--- config.mk ---
export PLATFORM = sky130hd
export DESIGN_NAME = smaesh_reseed_scheduler
export DESIGN_NICKNAME = d
export VERILOG_FILES = /design/src/rtl/smaesh_pkg.sv /design/src/rtl/smaesh_reseed_counter.sv /design/src/rtl/smaesh_reseed_scheduler.sv
export SDC_FILE = /design/constraint.sdc
export NUM_CORES = 1
export LEC_CHECK = 0
export CORE_MARGIN = 1.5
export CORE_UTILIZATION = 39
export DETAILED_ROUTE_END_ITERATION = 16
export PLACE_DENSITY = 0.61
export SETUP_SLACK_MARGIN = 0.5
export SYNTH_ARGS = -nofsm -noshare
export SYNTH_HDL_FRONTEND = slang
export SYNTH_SLANG_ARGS = --single-unit
--- constraint.sdc ---
create_clock -name clk -period 6.9 [get_ports clk]
set_clock_uncertainty 0.05 [all_clocks]
set_input_delay 1.38 -clock clk [delete_from_list [all_inputs] [get_ports clk]]
set_output_delay 1.38 -clock clk [all_outputs]
set_load 0.02 [all_outputs]
--- src/rtl/smaesh_pkg.sv ---
// Shared definitions for the SMAESH reseed scheduler: state encoding and
// the default width of the per-seed transaction counter.
package smaesh_pkg;

    localparam int CNT_W_DEFAULT = 16;

    typedef enum logic [1:0] {
        ST_UNSEEDED  = 2'd0,
        ST_RUN       = 2'd1,
        ST_WAIT_SEED = 2'd2,
        ST_RESEEDING = 2'd3
    } state_t;

endpackage

--- src/rtl/smaesh_reseed_counter.sv ---
// Transaction counter with captured limit: load/clear/saturating increment,
// plus a look-ahead flag raised when the current increment reaches the limit.
module smaesh_reseed_counter #(
    parameter int CNT_W = 16
) (
    input  logic             clk,
    input  logic             rst,
    input  logic             load,
    input  logic             clear,
    input  logic             inc,
    input  logic [CNT_W-1:0] limit_in,
    output logic [CNT_W-1:0] count,
    output logic             limit_hit
);

    logic [CNT_W-1:0] count_r;
    logic [CNT_W-1:0] limit_r;
    logic [CNT_W-1:0] count_inc_s;

    // Saturating increment and limit look-ahead (a zero limit never hits)
    always_comb begin
        count_inc_s = count_r;
        limit_hit   = 1'b0;
        if (count_r != {CNT_W{1'b1}}) begin
            count_inc_s = count_r + CNT_W'(1);
        end else begin
            count_inc_s = count_r;
        end
        if (inc && (limit_r != {CNT_W{1'b0}}) && (count_inc_s == limit_r)) begin
            limit_hit = 1'b1;
        end else begin
            limit_hit = 1'b0;
        end
    end

    // Counter and limit registers; load takes priority over clear and increment
    always_ff @(posedge clk or posedge rst) begin
        if (rst) begin
            count_r <= {CNT_W{1'b0}};
            limit_r <= {CNT_W{1'b0}};
        end else if (load) begin
            count_r <= {CNT_W{1'b0}};
            limit_r <= limit_in;
        end else if (clear) begin
            count_r <= {CNT_W{1'b0}};
        end else if (inc) begin
            count_r <= count_inc_s;
        end else begin
            count_r <= count_r;
        end
    end

    assign count = count_r;

endmodule

--- src/rtl/smaesh_reseed_scheduler.sv ---
// Gates the host data stream into the masked AES core and demands a fresh
// PRNG seed after cfg_limit transactions. Optional SMAESH_RESEED_FORCE_EN adds force_reseed.
module smaesh_reseed_scheduler
    import smaesh_pkg::*;
#(
    parameter int CNT_W = CNT_W_DEFAULT
) (
    input  logic             clk,
    input  logic             rst,
    input  logic [CNT_W-1:0] cfg_limit,
    input  logic             up_data_valid,
    output logic             up_data_ready,
    output logic             dn_data_valid,
    input  logic             dn_data_ready,
    input  logic             seed_valid,
    input  logic             seed_ready,
    input  logic             prng_busy,
    input  logic             prng_seeded,
`ifdef SMAESH_RESEED_FORCE_EN
    input  logic             force_reseed,
`endif
    output logic             reseed_req,
    output logic [CNT_W-1:0] enc_count
);

    state_t state_r;
    state_t state_next_s;
    logic   run_s;
    logic   dh_s;
    logic   sh_s;
    logic   force_s;
    logic   limit_hit_s;
    logic   load_s;
    logic   clear_s;
    logic   inc_s;
    logic   reseed_req_r;

`ifdef SMAESH_RESEED_FORCE_EN
    assign force_s = force_reseed;
`else
    assign force_s = 1'b0;
`endif

    assign run_s         = (state_r == ST_RUN);
    assign dn_data_valid = up_data_valid & run_s;
    assign up_data_ready = dn_data_ready & run_s;
    assign dh_s          = dn_data_valid & dn_data_ready;
    assign sh_s          = seed_valid & seed_ready;

    // A seed handshake in RUN wins over a coincident data handshake
    assign load_s  = (state_next_s == ST_RUN) && (state_r != ST_RUN);
    assign clear_s = run_s & sh_s;
    assign inc_s   = dh_s & ~sh_s;

    smaesh_reseed_counter #(
        .CNT_W (CNT_W)
    ) u_counter (
        .clk       (clk),
        .rst       (rst),
        .load      (load_s),
        .clear     (clear_s),
        .inc       (inc_s),
        .limit_in  (cfg_limit),
        .count     (enc_count),
        .limit_hit (limit_hit_s)
    );

    // Next-state logic
    always_comb begin
        state_next_s = state_r;
        case (state_r)
            ST_UNSEEDED: begin
                if (sh_s) begin
                    state_next_s = ST_RESEEDING;
                end else if (prng_seeded && !prng_busy) begin
                    state_next_s = ST_RUN;
                end else begin
                    state_next_s = ST_UNSEEDED;
                end
            end
            ST_RUN: begin
                if (sh_s) begin
                    state_next_s = ST_RESEEDING;
                end else if (force_s || limit_hit_s) begin
                    state_next_s = ST_WAIT_SEED;
                end else begin
                    state_next_s = ST_RUN;
                end
            end
            ST_WAIT_SEED: begin
                if (sh_s) begin
                    state_next_s = ST_RESEEDING;
                end else begin
                    state_next_s = ST_WAIT_SEED;
                end
            end
            ST_RESEEDING: begin
                if (prng_busy) begin
                    state_next_s = ST_RESEEDING;
                end else if (prng_seeded) begin
                    state_next_s = ST_RUN;
                end else begin
                    state_next_s = ST_UNSEEDED;
                end
            end
            default: begin
                state_next_s = ST_UNSEEDED;
            end
        endcase
    end

    // State register and registered reseed request (high exactly in WAIT_SEED)
    always_ff @(posedge clk or posedge rst) begin
        if (rst) begin
            state_r      <= ST_UNSEEDED;
            reseed_req_r <= 1'b0;
        end else begin
            state_r      <= state_next_s;
            reseed_req_r <= (state_next_s == ST_WAIT_SEED);
        end
    end

    assign reseed_req = reseed_req_r;

endmodule

==> out/results.ini, run 1 <==
[synthesis]
avgSynthCellArea_um2 = 9.65
synthXorXnorAreaFrac = 0.0867
synth_top_family_by_area = simple AND/OR/NAND/NOR gates
synth-adder-area-share = 0.00538
ys.flop_type = dfrtp_1
syn_nets = 266
synth_seq_cells = 35
syn_inst = 241
ys_types = 53
synth_edf_count = 0
yosys.area_share.simple = 0.257
ys_seq_area_frac = 0.377
netlist_area_mm2 = 0.00232
yosys_warnings = 0
async_flop_share = 1.00
synthMuxAreaShare = 0.0904
synth-compound-area-share = 0.146

[floorplanning]
fp-row-count = 27
core_area_mm2 = 0.00564
initial_core_util = 0.412
io_pins = 43
dieArea_mm2 = 0.00643
die_h_um = 80.2
dieWidth_um = 80.2

[detailed_routing]
firstDrtPassIters = 4
antenna_left = 0
drc = 0
vias = 1995
drt_wl_total_um = 5650
vias_per_cell = 5.65
post_drt_wl_per_cell_um = 16.0
drtIter0Drc = 103

[power_and_ir_drop]
seq_power_share = 0.429
p_sw_mw = 0.331
p_clk_frac = 0.172
switching_share = 0.385
combPwrFrac = 0.399
finalPower_mw = 0.861
peakVddDrop_mv = 0.151
intPower_mw = 0.530
p_per_area_mw_per_mm2 = 301
leakagePower_nw = 1.15

[timing]
max_freq_mhz = 249
fin_crit_sh = 0.583
hold_viol_final = 0
slew_headroom = 0.440
tns_ns = 0
layout_min_cycle_time_ns = 4.02
slew_viol_final = 0
setup_viol = 0
holdWs_ns = 0.526
rsz0062_at_grt = no
worst_slew_pin_slew_ns = 0.838
fin_ws_ns = 2.88

[clocking]
cts_buffer_depth = 2
post_cts_resize_count = 0
clockRootBuffer = clkbuf_8
holdBufCountCts = 0
cts_tree = done
cts_max_level = 2
numCtsBuffers = 5
cts.sinks = 35
clkTransAtPathRegs_ns = 0.07
cts_setup_buffers = 0
clk_latency_ns = 0.29

[final_layout]
num_antenna_cells = 0
layout.cells.non_filler = 353
nets = 305
fin_util = 0.508
layout_commonest_cell = clkdlybuf4s50_1
fillers = 555
area_growth_pct = 23.3
fin_area_mm2 = 0.00287
final_cell_mix = 42 x clkdlybuf4s50_1, 35 x dfrtp_1, 17 x nand2_1
drive_above_1_share = 0.132

[grt]
grt-ovfl-total = 0
antenna_found_initial = 0
grt_max_degree = 36
grtUsageTotal = 0.188
grt_pass1_wl_um = 9240
grt_pass1_vias = 1869

[critical_path]
critPathKind = primary input to primary output
cp_max_fo = 3
arrival_ns = 2.59
cpMaxStageDelayCell = clkdlybuf4s50_1
critPathLaunchType = primary input
endpoint_kind = primary output
crit_chain = clkdlybuf4s50_1 > and2_1 > clkdlybuf4s50_1
r2r_cells = 7
worst_path_largest_cell_delay_ns = 0.61
worstPathRequired_ns = 5.47
crit_top_cell = clkdlybuf4s50_1

[placed_design]
finalWeightedCongestion = 0.842
dpl-instance-area_mm2 = 0.00278
dpl.hpwl_um = 4080
dp.cells = 345
portBuffers = 42
post-place-ws_ns = 2.89

[worst_hold_path]
hold_depth = 1
hp-class = flop to flop

[job]
maxCapViolCount = 0

[outcome]
outcome = finished clean

[power by group through the flow]
stage	registers [mW]	clock network, mW	logic [mW]
finish	0.369	0.148	0.344
global placement	0.371	0	0.338
detailed placement	0.373	0	0.341
CTS	0.370	0.155	0.344
floorplan	0.358	0	0.244
global route	0.383	0.161	0.377
[layer usage]
| metal | global-route usage | share of wire |
|---|---|---|
| met3 | 0.0420 | 0.038 |
| met2 | 0.289 | 0.48 |
| met1 | 0.259 | 0.47 |
| met4 | 0.0655 | 0.012 |
| met5 | 0 | 0 |
[synthesized netlist by cell type, types with 2 or more instances]
library cell  count  area (um^2)
dfrtp_1          35          876
nand2_1          17         63.8
mux2_2           16          180
nor2_1           16         60.1
xnor2_1          15          131
a21oi_1          13         65.1
nand3_1          11         55.1
xor2_1            8         70.1
a211oi_1          7         52.6
and3_1            7         43.8
a311oi_1          6         52.6
and4_1            5         43.8
inv_1             5         18.8
nand4_1           5         31.3
o21ai_0           5         25.0
buf_4             4         30.0
clkbuf_1          4         15.0
nand2b_1          4         25.0
nor2b_1           4         25.0
nor3_1            4         20.0
nor4_1            4         25.0
o21ai_1           4         20.0
a31oi_1           3         18.8
and2_1            3         18.8
mux2i_1           3         30.0
buf_2             2         10.0
nand3b_1          2         15.0
nand4_2           2         25.0
nor3_2            2         20.0
nor4_2            2         25.0
[state kept, by name, summed over array words and instances (netlist names)]
signal and cells:
reseed_req 1, state_r 2, u_counter.count 16, u_counter.limit_r 16
[cell type report]
class / count / area [um^2] / area share
sequential: 35 / 876 / 0.306
inverter: 5 / 18.8 / 0.00655
timing repair buffer: 44 / 435 / 0.152
multi-input combinational: 189 / 1360 / 0.475
tap: 72 / 90.1 / 0.0314
clock buffer: 6 / 72.6 / 0.0253
clock inverter: 2 / 12.5 / 0.00437
[critical path: cells and delay by family]
| kind | cells | cell delay, ns |
|---|---|---|
| and+or+nand+nor | 1 | 0.15 |
| buffers and inverters | 2 | 1.06 |
[kinds of logic (layout without fill, tap and decap cells)]
logic type / Yosys count / after routing
buffers and inverters: 17 / 57
muxes: 19 / 19
and+or+nand+nor: 96 / 96
xor gates and xnor gates: 23 / 23
AOI/OAI and AO/OA: 50 / 50
adders and majority gates: 1 / 1
DFF: 35 / 35
[final timing paths]
path / startpoint / endpoint / slack, ns
setup reg to reg: u_counter.count[5]$_DFFE_PP0P_ / state_r[0]$_DFF_PP0_ / 4.09
hold reg to reg: u_counter.limit_r[5]$_DFFE_PP0P_ / u_counter.limit_r[5]$_DFFE_PP0P_ / 0.53
min in group asynchronous: rst / u_counter.limit_r[11]$_DFFE_PP0P_ / 1.43
hold / removal: u_counter.limit_r[5]$_DFFE_PP0P_ / u_counter.limit_r[5]$_DFFE_PP0P_ / 0.53
setup / recovery: dn_data_ready / up_data_ready / 2.88
max in group asynchronous: rst / u_counter.count[10]$_DFFE_PP0P_ / 5.05
Note: power is estimated with default switching activity, not from simulation.
==> run 2: changes to the inputs <==
--- a/config.mk
+++ b/config.mk
@@ -8,7 +8,7 @@
 export CORE_MARGIN = 1.5
 export CORE_UTILIZATION = 39
 export DETAILED_ROUTE_END_ITERATION = 16
-export PLACE_DENSITY = 0.61
+export PLACE_DENSITY = 0.64
 export SETUP_SLACK_MARGIN = 0.5
 export SYNTH_ARGS = -nofsm -noshare
 export SYNTH_HDL_FRONTEND = slang
==> constraint.sdc (replaced) <==
create_clock -name clk -period 3.3 [get_ports clk]
set_clock_uncertainty 0.05 [all_clocks]
set_input_delay 0.66 -clock clk [delete_from_list [all_inputs] [get_ports clk]]
set_output_delay 0.66 -clock clk [all_outputs]
set_load 0.02 [all_outputs]
==> run 2 against run 1 <==
Against the previous run:
- wire length rose by 2.3%
- worst hold slack worse by 0.0062 ns
- sequential power up 110%
==> out/results.ini, run 2 (synthesis gave the netlist of run 1 again) <==
[final_layout]
num_antenna_cells = 0  ; unchanged
nets = 313  ; was 305
drive_above_1_share = 0.163  ; was 0.132
area_growth_pct = 26.9  ; was 23.3%
layout_commonest_cell = clkdlybuf4s50_1  ; unchanged
final_cell_mix = 42 x clkdlybuf4s50_1, 34 x dfrtp_1, 17 x nand2_1  ; was 42 x clkdlybuf4s50_1, 35 x dfrtp_1, 17 x nand2_1
layout.cells.non_filler = 361  ; was 353

[floorplanning]
fp-row-count = 27  ; unchanged
io_pins = 43  ; unchanged
dieArea_mm2 = 0.00643  ; unchanged
dieWidth_um = 80.2  ; unchanged
initial_core_util = 0.412  ; unchanged
die_h_um = 80.2  ; unchanged
core_area_mm2 = 0.00564  ; unchanged

[critical_path]
arrival_ns = 2.71  ; was 2.59 ns
critPathKind = flop to flop  ; was primary input to primary output
r2r-start = u_counter.count[2]$_DFFE_PP0P_  ; was u_counter.count[5]$_DFFE_PP0P_
endpoint_kind = flop  ; was primary output
critPathLaunchType = flop  ; was primary input
worstPathRequired_ns = 3.42  ; was 5.47 ns
cp_max_fo = 10  ; was 3
r2r-end = state_r[0]$_DFF_PP0_  ; unchanged
r2r_cells = 8  ; was 7
rrSetupSlack_ns = 0.71  ; was 4.09 ns

[timing]
hold_viol_final = 0  ; unchanged
slew_viol_final = 0  ; unchanged
slew_headroom = 0.602  ; was 0.440
setup_viol = 0  ; unchanged
worst_slew_pin_slew_ns = 0.596  ; was 0.838 ns
tns_ns = 0  ; unchanged
layout_min_cycle_time_ns = 2.59
max_freq_mhz = 386
fin_crit_sh = 0.784
holdWs_ns = 0.520  ; was 0.526 ns
rsz0062_at_grt = no  ; unchanged

[job]
maxCapViolCount = 0  ; unchanged

[clocking]
clockRootBuffer = clkbuf_8  ; unchanged
clkTransAtPathRegs_ns = 0.07  ; about the same
holdBufCountCts = 0  ; unchanged
numCtsBuffers = 5  ; unchanged
cts_tree = done  ; unchanged
cts_max_level = 2  ; unchanged
cts_buffer_depth = 2  ; unchanged
clk_latency_ns = 0.29  ; about the same
cts.sinks = 35  ; unchanged

[grt]
grt-ovfl-total = 0  ; unchanged
grt_pass1_vias = 1994  ; was 1869
grt_max_degree = 36  ; unchanged
antenna_found_initial = 0  ; unchanged
grtUsageTotal = 0.195  ; was 0.188
grt_pass1_wl_um = 9560  ; was 9240 um

[power_and_ir_drop]
p_per_area_mw_per_mm2 = 624  ; was 301 mW/mm^2
finalPower_mw = 1.84  ; was 0.861 mW
leakagePower_nw = 1.20  ; was 1.15 nW
peakVddDrop_mv = 0.440  ; was 0.151 mV

[detailed_routing]
antenna_left = 0  ; unchanged
drtIter0Drc = 139  ; was 103
vias_per_cell = 5.67  ; was 5.65
post_drt_wl_per_cell_um = 16.0  ; about the same
vias = 2047  ; was 1995
firstDrtPassIters = 4  ; unchanged
drc = 0  ; unchanged
drt_wl_total_um = 5780  ; was 5650 um

[placed_design]
finalWeightedCongestion = 0.872  ; was 0.842
dpl.hpwl_um = 4270  ; was 4080 um
portBuffers = 42  ; unchanged
dp.cells = 350  ; was 345

[worst_hold_path]
hold_end = u_counter.limit_r[0]$_DFFE_PP0P_  ; was u_counter.limit_r[5]$_DFFE_PP0P_
hp-class = flop to flop  ; unchanged
hp-start = u_counter.limit_r[0]$_DFFE_PP0P_  ; was u_counter.limit_r[5]$_DFFE_PP0P_
hold_depth = 1  ; unchanged

[outcome]
outcome = finished clean  ; unchanged

[run 2: how the worst max path moves through the flow]
stage / startpoint / end / slack [ns] / depth (start not counted)
6_report: u_counter.count[2]$_DFFE_PP0P_ / state_r[0]$_DFF_PP0_ / 0.71 / 8
5_1_grt: u_counter.count[1]$_DFFE_PP0P_ / state_r[0]$_DFF_PP0_ / 0.53 / 9
4_1_cts: u_counter.count[0]$_DFFE_PP0P_ / state_r[0]$_DFF_PP0_ / 0.63 / 8
3_5_place_dp: u_counter.count[0]$_DFFE_PP0P_ / state_r[0]$_DFF_PP0_ / 0.68 / 8
3_3_place_gp: u_counter.count[0]$_DFFE_PP0P_ / state_r[0]$_DFF_PP0_ / 0.72 / 9
2_1_floorplan: u_counter.count[0]$_DFFE_PP0P_ / state_r[0]$_DFF_PP0_ / 0.82 / 9
[run 2: critical path, cell delays in order, from the launching register on]
cell and delay [ns]:
dfrtp_1 0.52, nand4_2 0.24, or4_4 0.55, xnor2_1 0.16, or3_1 0.32, o21ai_1 0.15, o21ai_1 0.10, nand4b_4 0.18
a21o_1 0.21
[run 2: per-stage QoR]
step | utilization | instance area [um^2] | setup slack [ns]
finish | 0.523 | 2950 | 0.713
global route | 0.523 | 2950 | 0.528
CTS | 0.517 | 2920 | 0.633
detailed placement | 0.499 | 2820 | 0.684
global placement | 0.499 | 2820 | 0.725
floorplan | - | 2320 | 0.823
[run 2: where the power goes]
group / switching [mW] / internal [mW] / total (mW)
Combinational: 0.328 / 0.397 / 0.724
Sequential: 0.203 / 0.570 / 0.773
Clock: 0.153 / 0.191 / 0.344
Total: 0.684 / 1.16 / 1.84
[run 2: cell type report]
cell class / count / area (um^2)
clock buffer: 8 / 100
sequential: 35 / 877
tap: 72 / 90.1
inverter: 5 / 18.8
multi-input combinational: 189 / 1370
fill: 518 / 2690
timing repair buffer: 52 / 495
[run 2: per-layer routing]
layer / share of wire / global-route usage / vias to the layer above
met5: 0 / 0 / -
met4: 0.0090 / 0.0569 / 0
met3: 0.055 / 0.0432 / 5
met2: 0.46 / 0.311 / 65
met1: 0.47 / 0.264 / 979
li1: - / - / 998
[run 2: repair_timing]
action,CTS,global route
endpoints found under the setup margin,0,3
resized for setup,0,2
buffers inserted,0,3
==> run 3: changes to the inputs <==
==> constraint.sdc (replaced) <==
create_clock -name clk -period 2.3 [get_ports clk]
set_clock_uncertainty 0.05 [all_clocks]
set_input_delay 0.46 -clock clk [delete_from_list [all_inputs] [get_ports clk]]
set_output_delay 0.46 -clock clk [all_outputs]
set_load 0.02 [all_outputs]
==> run 3 against run 2 <==
Against the previous run:
- largest cell class unchanged
- sequential cell count stayed put
- worst setup slack worse by 0.74 ns
- first-iteration DRC count is 27% higher
- clock power is 47% higher
- the run now ends with negative setup slack left
- combinational power is 92% higher
- cell count is 14% higher
- die area stayed put
- wire length is 26% higher
- sequential share of layout area is 5.0 points lower
==> out/results.ini, run 3 (synthesis gave the netlist of run 1 again) <==
[floorplanning]
core_area_mm2 = 0.00564  ; unchanged
initial_core_util = 0.412  ; unchanged
die_h_um = 80.2  ; unchanged
dieArea_mm2 = 0.00643  ; unchanged
io_pins = 43  ; unchanged
dieWidth_um = 80.2  ; unchanged
fp-row-count = 27  ; unchanged

[power_and_ir_drop]
finalPower_mw = 2.98  ; was 1.84 mW
p_per_area_mw_per_mm2 = 833  ; was 624 mW/mm^2
leakagePower_nw = 1.62  ; was 1.20 nW
peakVddDrop_mv = 0.575  ; was 0.440 mV

[placed_design]
portBuffers = 42  ; unchanged
dpl.hpwl_um = 5020  ; was 4270 um
finalWeightedCongestion = 0.892  ; was 0.872

[critical_path]
r2r-start = u_counter.count[6]$_DFFE_PP0P_  ; was u_counter.count[2]$_DFFE_PP0P_
arrival_ns = 2.47  ; was 2.71 ns
cp_max_fo = 4  ; was 10
r2r_cells = 8  ; unchanged
endpoint_kind = flop  ; unchanged
critPathLaunchType = flop  ; unchanged
rrSetupSlack_ns = -0.02  ; was 0.71 ns
worstPathRequired_ns = 2.44  ; was 3.42 ns
crit_start = u_counter.count[6]$_DFFE_PP0P_  ; was u_counter.count[2]$_DFFE_PP0P_
r2r-end = state_r[0]$_DFF_PP0_  ; unchanged
critPathKind = flop to flop  ; unchanged
cp-endpoint = state_r[0]$_DFF_PP0_  ; unchanged

[grt]
grt_pass1_wl_um = 11100  ; was 9560 um
grt-ovfl-total = 0  ; unchanged
grt_max_degree = 36  ; unchanged
antenna_found_initial = 0  ; unchanged
grt_pass1_vias = 2191  ; was 1994
grtUsageTotal = 0.229  ; was 0.195

[detailed_routing]
drc = 0  ; unchanged
firstDrtPassIters = 4  ; unchanged
drtIter0Drc = 176  ; was 139
antenna_left = 0  ; unchanged
vias = 2335  ; was 2047
drt_wl_total_um = 7300  ; was 5780 um
post_drt_wl_per_cell_um = 17.8  ; was 16.0 um
vias_per_cell = 5.68  ; was 5.67

[final_layout]
regArea_um2 = 886  ; was 877 um^2
num_antenna_cells = 0  ; unchanged
fin_util = 0.635  ; was 0.523
drive_above_1_share = 0.422  ; was 0.163
nets = 363  ; was 313
final_cell_mix = 52 x buf_4, 27 x dfrtp_1, 22 x clkdlybuf4s50_1  ; was 42 x clkdlybuf4s50_1, 34 x dfrtp_1, 17 x nand2_1
area_growth_pct = 54.0  ; was 26.9%
fillers = 465  ; was 518
multi_input_area_mm2 = 0.00161  ; was 0.00137 mm^2
layout_commonest_cell = buf_4  ; was clkdlybuf4s50_1

[timing]
max_freq_mhz = 430  ; was 386 MHz
fin_ws_ns = -0.0243  ; was 0.713 ns
slew_viol_final = 0  ; unchanged
hold_viol_final = 0  ; unchanged
layout_min_cycle_time_ns = 2.32  ; was 2.59 ns
worst_slew_pin_slew_ns = 0.444  ; was 0.596 ns
tns_ns = -0.0338  ; was 0 ns
fin_crit_sh = 1.01  ; was 0.784
rsz0062_at_grt = yes  ; was no
slew_headroom = 0.704  ; was 0.602
holdWs_ns = 0.484  ; was 0.520 ns
setup_viol = 2  ; was 0

[clocking]
holdBufCountCts = 0  ; unchanged
cts.sinks = 35  ; unchanged
cts_max_level = 2  ; unchanged
clockRootBuffer = clkbuf_8  ; unchanged
cts_tree = done  ; unchanged
clk_latency_ns = 0.30  ; was 0.29 ns
clkTransAtPathRegs_ns = 0.07  ; about the same
cts_buffer_depth = 2  ; unchanged
numCtsBuffers = 5  ; unchanged

[worst_hold_path]
hp-class = primary input to flop  ; was flop to flop

[job]
maxCapViolCount = 0  ; unchanged

[outcome]
outcome = complete, but fails checks  ; was finished clean
violations = negative setup slack

[run 3: changes by cell type in the layout (fill, tap and decap cells not counted), sizes merged]
cell           before  now
clkdlybuf4s50      42   22
and4                6    7
dlygate4sd2         0   15
buf                10   62
dlymetal6s2s        0    2
[run 3: how the worst min path moves through the flow]
stage          depth (start not counted)                                end                               from  slack (ns)
3_5_place_dp                           1  u_counter.limit_r[14]$_DFFE_PP0P_  u_counter.limit_r[14]$_DFFE_PP0P_        0.50
3_3_place_gp                           1  u_counter.limit_r[14]$_DFFE_PP0P_  u_counter.limit_r[14]$_DFFE_PP0P_        0.50
5_1_grt                                3               state_r[1]$_DFF_PP0_                         seed_ready        0.52
4_1_cts                                3    u_counter.count[15]$_DFFE_PP0P_                                rst        0.52
2_1_floorplan                          1  u_counter.limit_r[14]$_DFFE_PP0P_  u_counter.limit_r[14]$_DFFE_PP0P_        0.47
6_report                               3               state_r[1]$_DFF_PP0_                         seed_ready        0.48
[run 3: stage by stage]
step	cell area [um^2]	setup WS (ns)	cells
4_1_cts	3390	0.0468	405
2_1_floorplan	2390	-0.0135	241
3_3_place_gp	3140	-0.0878	383
6_report	3580	-0.0243	411
3_5_place_dp	3140	-0.0384	383
5_1_grt	3580	-0.101	411
[run 3: final cells by class]
| type | count | share of cell area |
|---|---|---|
| multi-input combinational | 190 | 0.449 |
| clock buffer | 8 | 0.0280 |
| inverter | 5 | 0.00524 |
| tap | 72 | 0.0252 |
| sequential | 35 | 0.247 |
| timing repair buffer | 101 | 0.245 |
[run 3: power by group]
part / total (mW) / internal (mW) / switching (mW)
combinational: 1.39 / 0.753 / 0.638
sequential: 1.09 / 0.822 / 0.265
clock: 0.505 / 0.274 / 0.232
total: 2.98 / 1.85 / 1.13
[run 3: critical path, stage by stage, from the launching register on]
cell,delay (ns)
dfrtp_1,0.42
nand4_2,0.20
or4_4,0.49
xnor2_2,0.16
or3_1,0.31
o21ai_1,0.14
o21ai_1,0.09
nand4b_4,0.18
a21o_1,0.18
[run 3: what timing repair did]
action | in CTS | in global routing
setup buffers | 14 | 5
gates cloned | 0 | 1
resized for setup | 42 | 35
endpoints found under the setup margin | 53 | 37
pin swaps | 6 | 22
[run 3: routing by layer]
metal	track usage	up-vias	routed length (um)	share of wire
met4	0.0638	0	137	0.019
li1	-	1105	-	-
met1	0.310	1144	3130	0.43
met3	0.0409	12	398	0.055
met5	0	-	0	0
met2	0.375	74	3630	0.50
